## src/rtl/piso_serializer.sv

```systemverilog
// piso_serializer: handshaked parallel-in/serial-out shifter with first/last-bit frame markers,
// streaming back-to-back words without an idle gap.
module piso_serializer #(
    parameter int   WIDTH      = 8,
    parameter bit   MSB_FIRST  = 1'b1,
    parameter logic IDLE_LEVEL = 1'b0
) (
    input  logic             clk,
    input  logic             reset,
    input  logic             load_valid,
    output logic             load_ready,
    input  logic [WIDTH-1:0] load_data,
    input  logic             pause,
    output logic             sout,
    output logic             sout_valid,
    output logic             frame_start,
    output logic             frame_end,
    output logic             busy
);
    localparam int CW = $clog2(WIDTH);

    typedef enum logic {IDLE, SHIFT} state_t;

    state_t           state, state_n;
    logic [CW-1:0]    cnt;
    logic [WIDTH-1:0] sreg;
    logic             last, accept, advance;

    assign last       = (state == SHIFT) && (cnt == CW'(WIDTH - 1));
    assign load_ready = ~reset & ~pause & ((state == IDLE) | last);
    assign accept     = load_valid & load_ready;
    assign advance    = ~pause & (state == SHIFT) & ~last;
    assign busy       = (state == SHIFT);

    always_comb begin
        state_n = state;
        state_n = accept ? SHIFT : (~pause & last) ? IDLE : state;
    end

    always_ff @(posedge clk) begin
        if (reset) begin
            state       <= IDLE;
            cnt         <= '0;
            sreg        <= '0;
            sout        <= IDLE_LEVEL;
            sout_valid  <= 1'b0;
            frame_start <= 1'b0;
            frame_end   <= 1'b0;
        end else begin
            state <= state_n;
            if (accept) begin
                // the first bit leaves immediately; sreg keeps the remaining bits at the shift-out end
                cnt         <= '0;
                sout        <= MSB_FIRST ? load_data[WIDTH-1] : load_data[0];
                sreg        <= MSB_FIRST ? (load_data << 1) : (load_data >> 1);
                sout_valid  <= 1'b1;
                frame_start <= 1'b1;
                frame_end   <= 1'b0;
            end else if (advance) begin
                cnt         <= cnt + CW'(1);
                sout        <= MSB_FIRST ? sreg[WIDTH-1] : sreg[0];
                sreg        <= MSB_FIRST ? (sreg << 1) : (sreg >> 1);
                frame_start <= 1'b0;
                frame_end   <= (cnt == CW'(WIDTH - 2));
            end else if (~pause & last) begin
                cnt         <= '0;
                sout        <= IDLE_LEVEL;
                sout_valid  <= 1'b0;
                frame_start <= 1'b0;
                frame_end   <= 1'b0;
            end
        end
    end
endmodule
```

## config.mk

```make
export PLATFORM = sky130hd
export DESIGN_NAME = piso_serializer
export DESIGN_NICKNAME = d
export VERILOG_FILES = /design/src/rtl/piso_serializer.sv
export SDC_FILE = /design/constraint.sdc
export NUM_CORES = 1
export LEC_CHECK = 0
export ABC_AREA = 1
export CORE_MARGIN = 8
export CORE_UTILIZATION = 46
export CTS_CLUSTER_SIZE = 30
export DETAILED_ROUTE_END_ITERATION = 10
export GPL_TIMING_DRIVEN = 0
export PLACE_DENSITY = 0.84
export SLEW_MARGIN = 20
export SYNTH_ARGS = -nofsm -noshare
export SYNTH_HDL_FRONTEND = slang
export SYNTH_SLANG_ARGS = --single-unit
```

## constraint.sdc

```tcl
create_clock -name clk -period 1.6 [get_ports clk]
set_input_delay 0.32 -clock clk [delete_from_list [all_inputs] [get_ports clk]]
set_output_delay 0.32 -clock clk [all_outputs]
set_load 0.05 [all_outputs]
```

==> results by group <==
Route
  • Drt total wl: approximately 1700 µm
  • DRC errors left: 0
  • Final ANT Viol Nets: 0
  • Vias per cell: 5.114
  • WL/cell: 11.81 µm
  • Initial DRC Count: 18
  • Detailed Routing Iterations Pass 1: 4
  • Via count: approximately 720

Finish
  • Share of layout cells above drive strength 1: 17.74%
  • Final Net Count: 140
  • Inserted Diodes: 0
  • Area Growth Syn to Fin: 37.48%

Logic synthesis
  • Post-synthesis sequential area ratio: 42.03%
  • Yosys cell types: 17
  • Most numerous cell in the Yosys netlist: nor2_1
  • Synthesized area: 714.4 µm²
  • Avg Inst Size Synth: about 7 µm²
  • Cell taking the most area after synthesis: dfxtp_1
  • FFs w/ async S/R, synth: 0%
  • Flops & latches, synth: 15
  • Share of the synthesized area in the top cell type: a little over two fifths
  • Syn Inst Count: 100
  • Ys flop type: dfxtp_1
  • Commonest cells in the netlist: nor2_1, nand2_1, dfxtp_1
  • Syn nets: 115
  • Synth area leaders: dfxtp_1, nor2_1, nand2_1
  • Post-synth EDFFs: 0
  • Synth warn: 0

Die
  • IO Count: 18
  • Die Ht: 55.41 µm
  • Initial Util: 47.98%
  • Die W: around 55 µm
  • Core area: 1489 µm²
  • Num rows: 14
  • Die ar.: between 3000 and 4000 µm²

Clock network
  • CTS tree: built
  • Clock sinks: 15
  • Num CTS Buffers: 3
  • H-tree Lvls: 1
  • Root buf cell: clkbuf_4
  • Hold_buf cts: 0
  • CTS clk-pin slew, worst paths: 90 ps
  • Clock latency on the worst-skew pair: 270 ps
  • CTS Buffer Depth: 2

GRT
  • Tot GR Track Use: 10.41%
  • Vias in the first global route: 665
  • Gr ovfl total: 0
  • Largest net degree at the start of global routing: 11
  • Global-route wire length before repair: roughly 2800 µm
  • Initial antenna violation count: 0

STA
  • Clock Skew: 4.923 ps
  • Setup violators final: 1
  • Final Hold Vio Count: 0
  • Fin crit share: 103.2%
  • Upper clock frequency limit: roughly 0.6 GHz
  • Fin Setup TNS: -51.13 ps
  • Post-route minimum period: about 1700 ps
  • Slew @ Worst Pin: between 400 and 500 ps
  • Count of pins over their slew limit: 0
  • Unrepaired setup endpoints after global routing: true
  • Max-slew headroom: 67.34%
  • Setup WS post-layout: -51.13 ps

Placed design
  • Detailed Place HPWL: 1188 µm
  • Port bufs: 16
  • Routability Congestion: 0.7284

Worst setup path
  • Critical R2R Launch: cnt[1]
  • Setup crit end kind: primary output
  • Setup crit start: cnt[1]
  • WS Path Type: reg2out
  • Crit Path Max Fanout: 3
  • WP data required: 1280 ps
  • Worst EP arrival: 1330 ps
  • Worst setup SP type: flip-flop

Run
  • Max-Cap Viols: 0

Run status
  • Outcome: finished, violations left
  • Failing checks: setup timing

Pwr
  • Pwr Density: 750.3 nW/µm²
  • Total power: 736.9 µW
  • Leak: 0.0004251 µW
  • Worst vdd ir: 0.4429 mV

Min path
  • Hold WC Path Type: in2reg
  • Min-delay src: load_valid
## report_power, final
group	internal (µW)	switching (µW)
clock	96.5	114
sequential	386	8.18
combinational	55.8	76.1
## final timing paths
check	end	slack (ps)	depth (start not counted)
setup reg to reg	sreg[4]	70	10
hold / removal	sreg[1]	390	3
hold reg to reg	frame_start	470	2
setup / recovery	load_ready	-50	6
## critical path, cell delays in order, from the launching register on
cell and delay, ps:
dfxtp_2 350, ha_4 160, ha_4 150, inv_4 60, nand2_4 40, and2_4 150
buf_8 140
## timing repair
action,in CTS,in global routing
gates resized for setup,17,8
buffers inserted,2,2
pin swaps,0,2
setup endpoints to repair,6,12
## cell families (layout without fill, tap and decap cells)
logic type                 Yosys count  after routing  share of synthesized area (%)
DFF                                 15             15                          42.03
and+or+nand+nor                     57             57                          36.95
AOI/OAI and AO/OA                   12             12                          8.757
adders and majority gates            3              3                          5.255
buffers and inverters               13             37                          7.004
## state kept, by name, indices dropped and copies added (netlist names)
signal and count:
sout 1, sreg 7, frame_end 1, busy 1, frame_start 1, sout_valid 1
cnt 3
## final cells by class
type	instances	area (µm²)
fill	133	506.7
buffer	2	8.758
timing repair buffer	20	185.2
multi-input combinational	72	395.4
clock buffer	4	26.28
tap	16	20.02
inverter	11	43.79
sequential	15	302.8
## layer usage
layer  track usage, %  part of all wire [%]
met1            12.50                    45
met4            2.113                     0
met3            3.425                   3.8
met2            17.47                    51
met5                0                     0
## layout by cell type, fill, tap and decap left out
master | Yosys | routed
clkbuf_1 | 1 | 2
buf_8 | 0 | 1
ha_4 | 0 | 2
nand2_1 | 20 | 20
nand2_4 | 0 | 1
nand3_1 | 4 | 4
nor2_1 | 22 | 22
clkbuf_4 | 0 | 3
clkdlybuf4s50_1 | 0 | 10
and2_4 | 0 | 1
ha_1 | 3 | 1
a22oi_1 | 1 | 1
nand3_4 | 1 | 1
dfxtp_2 | 0 | 2
inv_2 | 2 | 2
nand4_1 | 6 | 6
buf_4 | 0 | 4
o21ai_0 | 3 | 3
nor2_4 | 1 | 1
dlygate4sd2_1 | 0 | 4
buf_2 | 1 | 1
clkbuf_2 | 0 | 1
inv_1 | 9 | 8
a21oi_1 | 8 | 8
inv_4 | 0 | 1
dfxtp_1 | 15 | 13
nand2_2 | 2 | 1
## through the flow
step / std cells / util, % / instance area, µm² / hold slack, ps / worst slack [ps]
3_5_place_dp: 132 / 60.08 / 894.6 / 454.7 / -772.6
4_1_cts: 138 / 63.11 / 939.7 / 380.4 / -137.4
3_3_place_gp: 132 / 60.08 / 894.6 / 453.9 / -775.2
5_1_grt: 140 / 65.97 / 982.2 / 412.5 / -90.66
6_report: 140 / 65.97 / 982.2 / 386.6 / -51.13
2_1_floorplan: 100 / - / 714.4 / 452.1 / 87.50
Note: power is estimated with default switching activity, not from simulation.
